[src/rtl/spi_pkg.sv]
// Shared types and constants for the SPI frame receiver.
package spi_pkg;

  typedef enum logic [2:0] {
    StIdle,
    StLen,
    StPayload,
    StCsum,
    StSkip
  } rx_state_e;

  localparam logic [1:0] ERR_ABORT    = 2'd0;
  localparam logic [1:0] ERR_BAD_LEN  = 2'd1;
  localparam logic [1:0] ERR_NO_SPACE = 2'd2;
  localparam logic [1:0] ERR_BAD_CSUM = 2'd3;

  localparam logic [7:0] SOF_DEFAULT = 8'hA5;

endpackage

[src/rtl/spi_rx_fifo.sv]
// Commit/rewind FIFO: writes stay invisible to the reader until committed,
// and a rewind discards everything written since the last commit.
module spi_rx_fifo #(
  parameter int unsigned DEPTH = 128,
  localparam int unsigned AW = $clog2(DEPTH),
  localparam int unsigned PW = AW + 1
) (
  input  logic          i_clk,
  input  logic          i_rst,
  input  logic          i_wr_en,
  input  logic [8:0]    i_wr_data,
  input  logic          i_commit,
  input  logic          i_rewind,
  output logic [PW-1:0] o_free,
  output logic          o_valid,
  output logic [7:0]    o_data,
  output logic          o_last,
  input  logic          i_ready
);

  logic [8:0]    r_mem [DEPTH];
  logic [PW-1:0] r_wr;
  logic [PW-1:0] r_commit;
  logic [PW-1:0] r_rd;
  logic          r_valid;
  logic [7:0]    r_data;
  logic          r_last;

  logic          w_empty;
  logic          w_load;

  assign w_empty = (r_rd == r_commit);
  assign w_load  = (!r_valid || i_ready) && !w_empty;
  // Space is measured against committed data only; the frame in flight is not counted.
  assign o_free  = PW'(DEPTH) - (r_commit - r_rd);

  assign o_valid = r_valid;
  assign o_data  = r_data;
  assign o_last  = r_last;

  always_ff @(posedge i_clk) begin
    if (i_wr_en) begin
      r_mem[r_wr[AW-1:0]] <= i_wr_data;
    end
  end

  always_ff @(posedge i_clk) begin
    if (i_rst) begin
      r_wr     <= '0;
      r_commit <= '0;
      r_rd     <= '0;
      r_valid  <= 1'b0;
      r_data   <= 8'd0;
      r_last   <= 1'b0;
    end else begin
      if (i_rewind) begin
        r_wr <= r_commit;
      end else if (i_wr_en) begin
        r_wr <= r_wr + PW'(1);
      end
      if (i_commit) begin
        r_commit <= r_wr;
      end
      if (w_load) begin
        {r_last, r_data} <= r_mem[r_rd[AW-1:0]];
        r_valid          <= 1'b1;
        r_rd             <= r_rd + PW'(1);
      end else if (i_ready) begin
        r_valid <= 1'b0;
      end
    end
  end

endmodule

[src/rtl/spi_frame_rx.sv]
// Frame parser behind spi_slave: SOF | LEN | payload | CSUM, releasing payload
// downstream only once the XOR checksum verifies.
module spi_frame_rx
  import spi_pkg::*;
#(
  parameter int unsigned MAX_LEN = 64,
  parameter int unsigned DEPTH   = 128,
  parameter logic [7:0]  SOF     = SOF_DEFAULT
) (
  input  logic       clk,
  input  logic       rst,
  input  logic       data_en_i,
  input  logic [7:0] data_i,
  input  logic       spi_ss_i,
  output logic       m_valid,
  output logic [7:0] m_data,
  output logic       m_last,
  input  logic       m_ready,
  output logic       frame_ok,
  output logic       frame_err,
  output logic [1:0] err_code
);

  localparam int unsigned PW = $clog2(DEPTH) + 1;

  rx_state_e     r_state, w_state_d;
  logic [7:0]    r_cnt, w_cnt_d;
  logic [7:0]    r_csum, w_csum_d;
  logic [8:0]    r_skip, w_skip_d;
  logic          r_ok, w_ok_d;
  logic          r_err, w_err_d;
  logic [1:0]    r_code, w_code_d;

  logic          w_wr_en;
  logic [8:0]    w_wr_data;
  logic [PW-1:0] w_free;
  logic          w_len_bad;
  logic          w_no_space;

  assign w_len_bad  = (data_i == 8'd0) || (32'(data_i) > MAX_LEN);
  assign w_no_space = 32'(w_free) < 32'(data_i);
  assign w_wr_data  = {(r_cnt == 8'd1), data_i};

  assign frame_ok  = r_ok;
  assign frame_err = r_err;
  assign err_code  = r_code;

  always_comb begin
    w_state_d = r_state;
    w_cnt_d   = r_cnt;
    w_csum_d  = r_csum;
    w_skip_d  = r_skip;
    w_ok_d    = 1'b0;
    w_err_d   = 1'b0;
    w_code_d  = r_code;
    w_wr_en   = 1'b0;
    if (spi_ss_i) begin
      // Deselect overrides any byte strobe in the same cycle.
      if (r_state inside {StLen, StPayload, StCsum}) begin
        w_err_d  = 1'b1;
        w_code_d = ERR_ABORT;
      end
      w_state_d = StIdle;
    end else if (data_en_i) begin
      unique case (r_state)
        StIdle: begin
          if (data_i == SOF) w_state_d = StLen;
        end
        StLen: begin
          if (w_len_bad) begin
            w_err_d   = 1'b1;
            w_code_d  = ERR_BAD_LEN;
            w_state_d = StIdle;
          end else if (w_no_space) begin
            w_err_d   = 1'b1;
            w_code_d  = ERR_NO_SPACE;
            w_skip_d  = {1'b0, data_i} + 9'd1;
            w_state_d = StSkip;
          end else begin
            w_cnt_d   = data_i;
            w_csum_d  = data_i;
            w_state_d = StPayload;
          end
        end
        StPayload: begin
          w_wr_en  = 1'b1;
          w_csum_d = r_csum ^ data_i;
          w_cnt_d  = r_cnt - 8'd1;
          if (r_cnt == 8'd1) w_state_d = StCsum;
        end
        StCsum: begin
          if (data_i == r_csum) begin
            w_ok_d = 1'b1;
          end else begin
            w_err_d  = 1'b1;
            w_code_d = ERR_BAD_CSUM;
          end
          w_state_d = StIdle;
        end
        StSkip: begin
          w_skip_d = r_skip - 9'd1;
          if (r_skip == 9'd1) w_state_d = StIdle;
        end
        default: w_state_d = StIdle;
      endcase
    end
  end

  always_ff @(posedge clk) begin
    if (rst) begin
      r_state <= StIdle;
      r_cnt   <= 8'd0;
      r_csum  <= 8'd0;
      r_skip  <= 9'd0;
      r_ok    <= 1'b0;
      r_err   <= 1'b0;
      r_code  <= ERR_ABORT;
    end else begin
      r_state <= w_state_d;
      r_cnt   <= w_cnt_d;
      r_csum  <= w_csum_d;
      r_skip  <= w_skip_d;
      r_ok    <= w_ok_d;
      r_err   <= w_err_d;
      r_code  <= w_code_d;
    end
  end

  // Commit/rewind follow the registered pulses; rewinding on BAD_LEN or
  // NO_SPACE is harmless because nothing uncommitted exists then.
  spi_rx_fifo #(
    .DEPTH (DEPTH)
  ) u_fifo (
    .i_clk     (clk),
    .i_rst     (rst),
    .i_wr_en   (w_wr_en),
    .i_wr_data (w_wr_data),
    .i_commit  (r_ok),
    .i_rewind  (r_err),
    .o_free    (w_free),
    .o_valid   (m_valid),
    .o_data    (m_data),
    .o_last    (m_last),
    .i_ready   (m_ready)
  );

endmodule

[config.mk]
export PLATFORM = sky130hd
export DESIGN_NAME = spi_frame_rx
export DESIGN_NICKNAME = d
export VERILOG_FILES = /design/src/rtl/spi_pkg.sv /design/src/rtl/spi_rx_fifo.sv /design/src/rtl/spi_frame_rx.sv
export SDC_FILE = /design/constraint.sdc
export NUM_CORES = 1
export LEC_CHECK = 0
export ABC_CLOCK_PERIOD_IN_PS = 13800
export CORE_UTILIZATION = 55
export DETAILED_ROUTE_END_ITERATION = 8
export PLACE_DENSITY = 0.71
export SETUP_SLACK_MARGIN = 0.5
export SYNTH_ARGS = -nofsm -noshare
export SYNTH_HDL_FRONTEND = slang
export SYNTH_SLANG_ARGS = --single-unit
[constraint.sdc]
create_clock -name clk -period 13.8 [get_ports clk]
set_input_delay 2.76 -clock clk [delete_from_list [all_inputs] [get_ports clk]]
set_output_delay 2.76 -clock clk [all_outputs]
set_load 0.01 [all_outputs]
==> results by group, run 1 <==
STA
  • Tightest Pin Transition: about 1300 ps
  • Fmax: 174 MHz
  • Fin crit share: 41.7%
  • Final Hold Viols: 0
  • Unrepaired setup endpoints after global routing: false
  • Post-route setup TNS: 0 ps
  • Headroom to the max-slew limit: 14.7%
  • Number of pins with negative max-slew slack in the final report: 0
  • Smallest setup slack after layout: 8040 ps
  • Post-layout min period: 5760 ps
  • Finish-stage setup viols: 0
  • Setup clock skew after layout: 30.4 ps

Critical path
  • Terminus of the critical flop-to-flop path: frame_err$_SDFF_PP0_
  • Crit Path Max Fanout: 18
  • Startpoint types: primary input
  • Critical path, cell by cell: clkdlybuf4s50_1 -> nor2b_1 -> buf_4 -> and3_1 -> nand3_2 -> nor2_1
  • Kind of cell adding the most delay to the critical path: simple AND/OR/NAND/NOR gates
  • Data arrival time at the worst-slack endpoint: 6070 ps
  • Critical Path End Type: register
  • Cell depth of the worst flop-to-flop path: 15
  • Highest cell delay on the worst timing path: approximately 1000 ps
  • Worst flop-to-flop path startpoint: u_fifo.r_rd[1]$_SDFFE_PP0P_
  • Critical setup path kind: primary input to register
  • Slack of the worst reg-to-reg path: 8750 ps
  • WP buf/inv: 2
  • WP data required: 14110 ps
  • Worst path slowest cell: sky130_fd_sc_hd__nor2_1

Synth
  • Mean instance size in the synthesized netlist: 18.1 um2
  • Netlist area before placement: slightly below 50000 um2
  • Fraction of registers with async set or reset after synthesis: 0%
  • Number of enable flip-flop cells after synthesis: 1152
  • Area share of fa/ha/maj cells after synthesis: 0.779%
  • Synth top area cells: sky130_fd_sc_hd__edfxtp_1 (70%), sky130_fd_sc_hd__mux4_2 (8.4%), sky130_fd_sc_hd__mux2i_1 (5.7%), sky130_fd_sc_hd__dfxtp_1 (2.7%), sky130_fd_sc_hd__nor2_1 (1.5%)
  • Post-synth top area share: 70.4%
  • Post-synthesis compound-gate area fraction: 4.90%
  • YS warnings: 0
  • Portion of netlist area occupied by mux cells: 14.4%
  • Post-Synth XOR/XNOR Area: less than 1%
  • Cell accounting for the most synthesized area: sky130_fd_sc_hd__edfxtp_1
  • Seq cells post-synth: approximately 1200
  • Primary flip-flop cell chosen by synthesis mapping: sky130_fd_sc_hd__edfxtp_1
  • Post-synthesis share of cell area spent on and, or, nand and nor gates: under 10%
  • Post-synth net total: 2762
  • Dominant combinational cell family by area after synthesis: multiplexers
  • Seq/Total Area, Yosys: between 70% and 80%
  • Count of mapped cells out of synthesis: 2719
  • Number of library cell types mapped by synthesis: 92

Run status
  • Outcome: finished, violations left
  • Failing checks: DRC

Drt
  • Wire per inst: between 30 and 40 um
  • DRC violation count after routing: 4
  • Number of nets with antenna violations after routing: 0
  • Starting DRC count in detailed routing: 3784
  • Average vias per placed instance: 6.67
  • WL final: 129000 um
  • Pre-Repair DR Iteration Count: 8
  • Vias: roughly 27000

GRT
  • Leftover overflow at the end of global routing: 0
  • Largest net degree at the start of global routing: 130
  • Antenna violations before repair: 3
  • Aggregate global-route resource usage: between 20 and 30%
  • Vias in the first global route: 26300
  • Wire length of the first global-routing pass: roughly 190000 um

Cells and area
  • Commonest non-fill, non-tap cell in the layout: sky130_fd_sc_hd__edfxtp_1
  • Total number of nets in the final design: 2804
  • Final Core Density: 61.4%
  • Design Area, Final: about 54000 um2
  • Leading cell types in the layout, fill and taps excluded: sky130_fd_sc_hd__edfxtp_1 (1152), sky130_fd_sc_hd__mux2i_1 (278), sky130_fd_sc_hd__nor2_1 (194)
  • Area growth from synthesis to layout: 10.6%
  • Share of post-route cells with drive strength above 1: 16.6%

Placement
  • Placement-stage cell area: 50500 um2
  • Number of port buffers: 26
  • Placer Congestion: 0.914
  • Worst slack, placed: 7370 ps
  • Detail Placement HPWL: 79200 um

CTS
  • Total clock sinks: 1218
  • Clock root buffer: sky130_fd_sc_hd__clkbuf_16
  • Latest clock arrival within the worst-skew pair: 700 ps
  • CTS clk-pin slew, worst paths: roughly 60 ps
  • H-tree lvl count: 3
  • Post-CTS Hold Fix Bufs: 0
  • Buffer levels on the longest clock path: 3
  • Post_cts resized: 0
  • Count of buffers added by post-CTS timing repair for setup: 0
  • CTS tree: yes
  • Num CTS Buffers: 113

Floorplan
  • Die Footprint: 90600 um2
  • Die width: ~300 um
  • Area of the placeable core: ~89000 um2
  • Ports placed on the boundary: 27
  • Die Y: 301 um
  • Effective utilization at floorplan: between 50 and 60%
  • Site row count: ~110

Worst hold path
  • Worst min path class: register to register
  • Launch instance of the worst min-delay path: err_code[0]$_SDFFE_PP0P_
  • Terminating pin of the worst hold path: err_code[0]$_SDFFE_PP0P_
  • Hold Path Stages: 2

Power and ir drop
  • Peak supply drop: 0.114 mV
  • Power density over cell area: 146 nW/um2
  • Static leakage: around 16 nW

Run
  • Number of max-cap violations: 0
==> power by group <==
group | internal [W] | switching, W | leakage (nW) | total, W
clock network | 0.00187 | 0.00137 | 1.90 | 0.00324
registers | 0.00404 | 0.0000337 | 11.0 | 0.00407
logic | 0.000254 | 0.000376 | 3.41 | 0.000631
total | 0.00616 | 0.00178 | 16.3 | 0.00794
==> cells in the mapped netlist, types with 11 or more instances <==
cell	count
sky130_fd_sc_hd__a211oi_1	35
sky130_fd_sc_hd__a21oi_1	48
sky130_fd_sc_hd__a22oi_1	36
sky130_fd_sc_hd__a31oi_1	19
sky130_fd_sc_hd__buf_2	44
sky130_fd_sc_hd__buf_4	43
sky130_fd_sc_hd__clkbuf_1	56
sky130_fd_sc_hd__dfxtp_1	66
sky130_fd_sc_hd__edfxtp_1	1152
sky130_fd_sc_hd__ha_1	29
sky130_fd_sc_hd__inv_1	40
sky130_fd_sc_hd__mux2i_1	278
sky130_fd_sc_hd__mux4_2	183
sky130_fd_sc_hd__nand2_1	83
sky130_fd_sc_hd__nand3_1	45
sky130_fd_sc_hd__nand4_1	11
sky130_fd_sc_hd__nor2_1	194
sky130_fd_sc_hd__nor2b_1	17
sky130_fd_sc_hd__nor3_1	18
sky130_fd_sc_hd__nor4_1	15
sky130_fd_sc_hd__o211ai_1	12
sky130_fd_sc_hd__o21ai_0	51
sky130_fd_sc_hd__o22ai_1	65
sky130_fd_sc_hd__xnor2_1	22
==> worst max path at each step <==
| stage | from | endpoint | slack (ps) | cells past startpoint |
|---|---|---|---|---|
| 2_1_floorplan | data_i[7] | r_csum[0]$_SDFFE_PP0P_ | 8850 | 8 |
| 3_3_place_gp | data_en_i | u_fifo.r_mem[55][1]$_DFFE_PP_ | 7480 | 6 |
| 3_5_place_dp | data_en_i | u_fifo.r_mem[87][8]$_DFFE_PP_ | 7370 | 6 |
| 4_1_cts | data_en_i | u_fifo.r_mem[87][7]$_DFFE_PP_ | 8100 | 6 |
| 5_1_grt | data_en_i | u_fifo.r_mem[87][7]$_DFFE_PP_ | 7960 | 6 |
| 6_report | data_en_i | u_fifo.r_mem[87][1]$_DFFE_PP_ | 8040 | 6 |
==> tightest hold or removal path: cells and delay by family, from the launching register on <==
kind / cells / cell delay, ps
DFF: 1 / 330
and+or+nand+nor: 1 / 60
muxes: 1 / 60
==> layer usage <==
layer	wire length, um	global-route usage (%)	vias up	share of wire [%]
li1	-	-	11100	-
met1	49900	41.1	13700	39
met2	60100	44.2	1790	46
met3	13900	6.11	270	11
met4	5420	12.0	2	4.2
met5	18	0	-	0.014
==> through the flow <==
step / total power, W / instances / hold WS, ps
final: 0.00794 / 4026 / 489
after CTS: 0.00796 / 4025 / 488
after floorplan: 0.00455 / 2719 / 453
after global placement: 0.00477 / 3811 / 460
after global routing: 0.00812 / 4025 / 503
after detailed placement: 0.00478 / 3811 / 479
==> area by class of cell <==
cell class	instances	area, um2
clock buffers	125	2960
well taps	1165	1460
diodes	1	2.50
fillers	6006	34200
clock inverters	89	928
flip-flops and latches	1218	35900
repair buffers	84	708
multi-input cells	1303	12200
inverters	41	154
==> cell families after synthesis <==
family | after synthesis
mux | 469
flops | 1218
compound gates | 342
xor+xnor | 33
fa+ha+maj | 30
buf+inv | 198
simple gates | 429
==> flip-flops by register name, indices dropped and copies added, names as in the netlist <==
register         count
u_fifo.r_mem      1152
r_skip               9
r_cnt                8
r_csum               8
u_fifo.o_data        8
u_fifo.r_commit      8
u_fifo.r_rd          8
u_fifo.r_wr          8
r_state              3
err_code             2
frame_err            1
frame_ok             1
u_fifo.o_last        1
u_fifo.o_valid       1
Power figures use the tool's default switching activity.
==> run 2: changes to the inputs <==
--- a/config.mk
+++ b/config.mk
@@ -5,10 +5,10 @@
 export SDC_FILE = /design/constraint.sdc
 export NUM_CORES = 1
 export LEC_CHECK = 0
-export ABC_CLOCK_PERIOD_IN_PS = 13800
+export ABC_CLOCK_PERIOD_IN_PS = 5200
 export CORE_UTILIZATION = 55
 export DETAILED_ROUTE_END_ITERATION = 8
-export PLACE_DENSITY = 0.71
+export PLACE_DENSITY = 0.74
 export SETUP_SLACK_MARGIN = 0.5
 export SYNTH_ARGS = -nofsm -noshare
 export SYNTH_HDL_FRONTEND = slang
==> constraint.sdc (replaced) <==
create_clock -name clk -period 5.2 [get_ports clk]
set_input_delay 1.04 -clock clk [delete_from_list [all_inputs] [get_ports clk]]
set_output_delay 1.04 -clock clk [all_outputs]
set_load 0.01 [all_outputs]
==> results by group, run 2 (synthesized netlist as in run 1, its figures left out) <==
Cells and area
  • Share of post-route cells with drive strength above 1: ~17%
  • Number of flip-flops in the largest register: 1152
  • Area growth from synthesis to layout: 11.0%
  • Number of fillers in the final layout: approximately 6000
  • Commonest non-fill, non-tap cell in the layout: sky130_fd_sc_hd__edfxtp_1
  • Leading cell types in the layout, fill and taps excluded: sky130_fd_sc_hd__edfxtp_1 (1152), sky130_fd_sc_hd__mux2i_1 (278), sky130_fd_sc_hd__nor2_1 (194)
  • Area taken by flip-flops and latches: 35900 um2
  • Total number of nets in the final design: 2846
  • Area taken by multi-input logic gates: 12200 um2
  • Post-route non-filler standard cell count: about 4000

GRT
  • Antenna violations before repair: 1
  • Largest net degree at the start of global routing: 129
  • Aggregate global-route resource usage: 27.5%
  • Vias in the first global route: 26800
  • Leftover overflow at the end of global routing: 0
  • Wire length of the first global-routing pass: 180000 um

CTS
  • Latest clock arrival within the worst-skew pair: 720 ps
  • Post_cts resized: 0
  • Total clock sinks: roughly 1200
  • H-tree lvl count: 3
  • CTS tree: yes
  • CTS clk-pin slew, worst paths: 60 ps
  • Post-CTS Hold Fix Bufs: 0
  • Clock root buffer: sky130_fd_sc_hd__clkbuf_16
  • Buffer levels on the longest clock path: 3
  • Num CTS Buffers: roughly 120
  • Count of buffers added by post-CTS timing repair for setup: 0

Worst hold path
  • Hold Path Stages: 2
  • Worst min path class: register to register
  • Launch instance of the worst min-delay path: err_code[0]$_SDFFE_PP0P_
  • Terminating pin of the worst hold path: err_code[0]$_SDFFE_PP0P_

STA
  • Fmax: 227 MHz
  • Headroom to the max-slew limit: 12.1%
  • Number of pins with negative max-slew slack in the final report: 0
  • Unrepaired setup endpoints after global routing: false
  • Fin crit share: 84.8%
  • Tightest Pin Transition: 1310 ps
  • Final Hold Viols: 0
  • Post-layout min period: 4410 ps
  • Post-route setup TNS: 0 ps
  • Finish-stage setup viols: 0
  • Setup clock skew after layout: 43.0 ps

Placement
  • Count of placed standard cells including taps: 3849
  • Placer Congestion: 0.885
  • Detail Placement HPWL: 75300 um
  • Number of port buffers: 26

Run
  • Number of max-cap violations: 0

Floorplan
  • Area of the placeable core: between 80000 and 90000 um2
  • Site row count: between 100 and 150
  • Effective utilization at floorplan: between 50% and 60%
  • Die width: approximately 300 um
  • Die Y: 301 um
  • Ports placed on the boundary: 27
  • Die Footprint: 90600 um2

Critical path
  • Startpoint types: register
  • Terminus of the critical flop-to-flop path: r_csum[5]$_SDFFE_PP0P_
  • Slack of the worst reg-to-reg path: 790 ps
  • Data arrival time at the worst-slack endpoint: approximately 5000 ps
  • Worst flop-to-flop path startpoint: u_fifo.r_commit[1]$_SDFFE_PP0P_
  • Cell depth of the worst flop-to-flop path: 16
  • WP data required: 5780 ps
  • Critical setup path kind: register to register
  • Critical Path End Type: register
  • Crit Path Max Fanout: 10

Drt
  • Vias: approximately 27000
  • Starting DRC count in detailed routing: 3623
  • Number of nets with antenna violations after routing: 0
  • Wire per inst: 30.4 um
  • WL final: about 120000 um
  • DRC violation count after routing: 0
  • Average vias per placed instance: about 6.6
  • Pre-Repair DR Iteration Count: 6

Power and ir drop
  • Clock share of power: 40.4%
  • Reported net switching power: 0.00469 W
  • Power density over cell area: 383 nW/um2
  • Switching Fraction: around 22%
  • Power share of the combinational group: 8.1%
  • Design internal power: 0.0162 W
  • Sequential Power Share: 51.6%
  • Static leakage: 16.5 nW
  • Tot Pwr: roughly 0.021 W
  • Peak supply drop: 0.366 mV

Run status
  • Outcome: finished, final reports clean
-- run 2: layer usage --
| layer | vias up | track usage (%) | part of all wire (%) |
|---|---|---|---|
| li1 | 11100 | - | - |
| met1 | 13900 | 37.8 | 38 |
| met5 | - | 0 | 0 |
| met3 | 268 | 5.90 | 11 |
| met2 | 1610 | 43.7 | 48 |
| met4 | 0 | 10.0 | 3.5 |
-- run 2: area by class of cell --
class	instances	area share [%]
flip-flops and latches	1218	65.8
clock buffers	142	5.62
inverters	41	0.282
repair buffers	124	1.89
well taps	1165	2.67
clock inverters	73	1.36
diodes	1	0.00458
multi-input cells	1303	22.4
-- run 2: power groups by stage --
stage	logic, W	registers [W]	clock network (W)
floorplan	0.00110	0.0110	0
global placement	0.00166	0.0110	0
detailed placement	0.00168	0.0110	0
CTS	0.00169	0.0108	0.00849
global route	0.00177	0.0108	0.00883
finish	0.00168	0.0108	0.00843
-- run 2: metrics by stage --
step,cell area [um2],worst slack [ps],utilization [%],hold slack [ps]
4_1_cts,54600,683,61.7,482
3_5_place_dp,50800,721,57.3,474
5_1_grt,54600,549,61.7,498
6_report,54600,788,61.7,478
3_3_place_gp,50800,865,57.3,457
2_1_floorplan,49200,550,-,453
-- run 2: worst max-delay path by stage --
stage,start,end
final,u_fifo.r_commit[1]$_SDFFE_PP0P_,r_csum[5]$_SDFFE_PP0P_
after global routing,u_fifo.r_commit[1]$_SDFFE_PP0P_,r_csum[5]$_SDFFE_PP0P_
after CTS,u_fifo.r_commit[1]$_SDFFE_PP0P_,r_csum[5]$_SDFFE_PP0P_
after detailed placement,u_fifo.r_commit[1]$_SDFFE_PP0P_,r_csum[5]$_SDFFE_PP0P_
after global placement,u_fifo.r_commit[1]$_SDFFE_PP0P_,frame_err$_SDFF_PP0_
after floorplan,u_fifo.r_rd[0]$_SDFFE_PP0P_,r_csum[0]$_SDFFE_PP0P_
-- run 2: critical path, stage by stage, from the launching register on --
cell                        delay [ps]
sky130_fd_sc_hd__dfxtp_1           330
sky130_fd_sc_hd__inv_1              60
sky130_fd_sc_hd__ha_1              300
sky130_fd_sc_hd__ha_1              230
sky130_fd_sc_hd__fa_1              490
sky130_fd_sc_hd__a21oi_1           190
sky130_fd_sc_hd__nor2_1             60
sky130_fd_sc_hd__nor2_1            160
sky130_fd_sc_hd__o21bai_1           90
sky130_fd_sc_hd__a21oi_1           200
sky130_fd_sc_hd__xnor3_1           330
sky130_fd_sc_hd__ha_1              400
sky130_fd_sc_hd__nand4_1           190
sky130_fd_sc_hd__a211oi_4          350
sky130_fd_sc_hd__o21a_2            300
sky130_fd_sc_hd__o21ai_4           160
sky130_fd_sc_hd__a2111oi_2         440
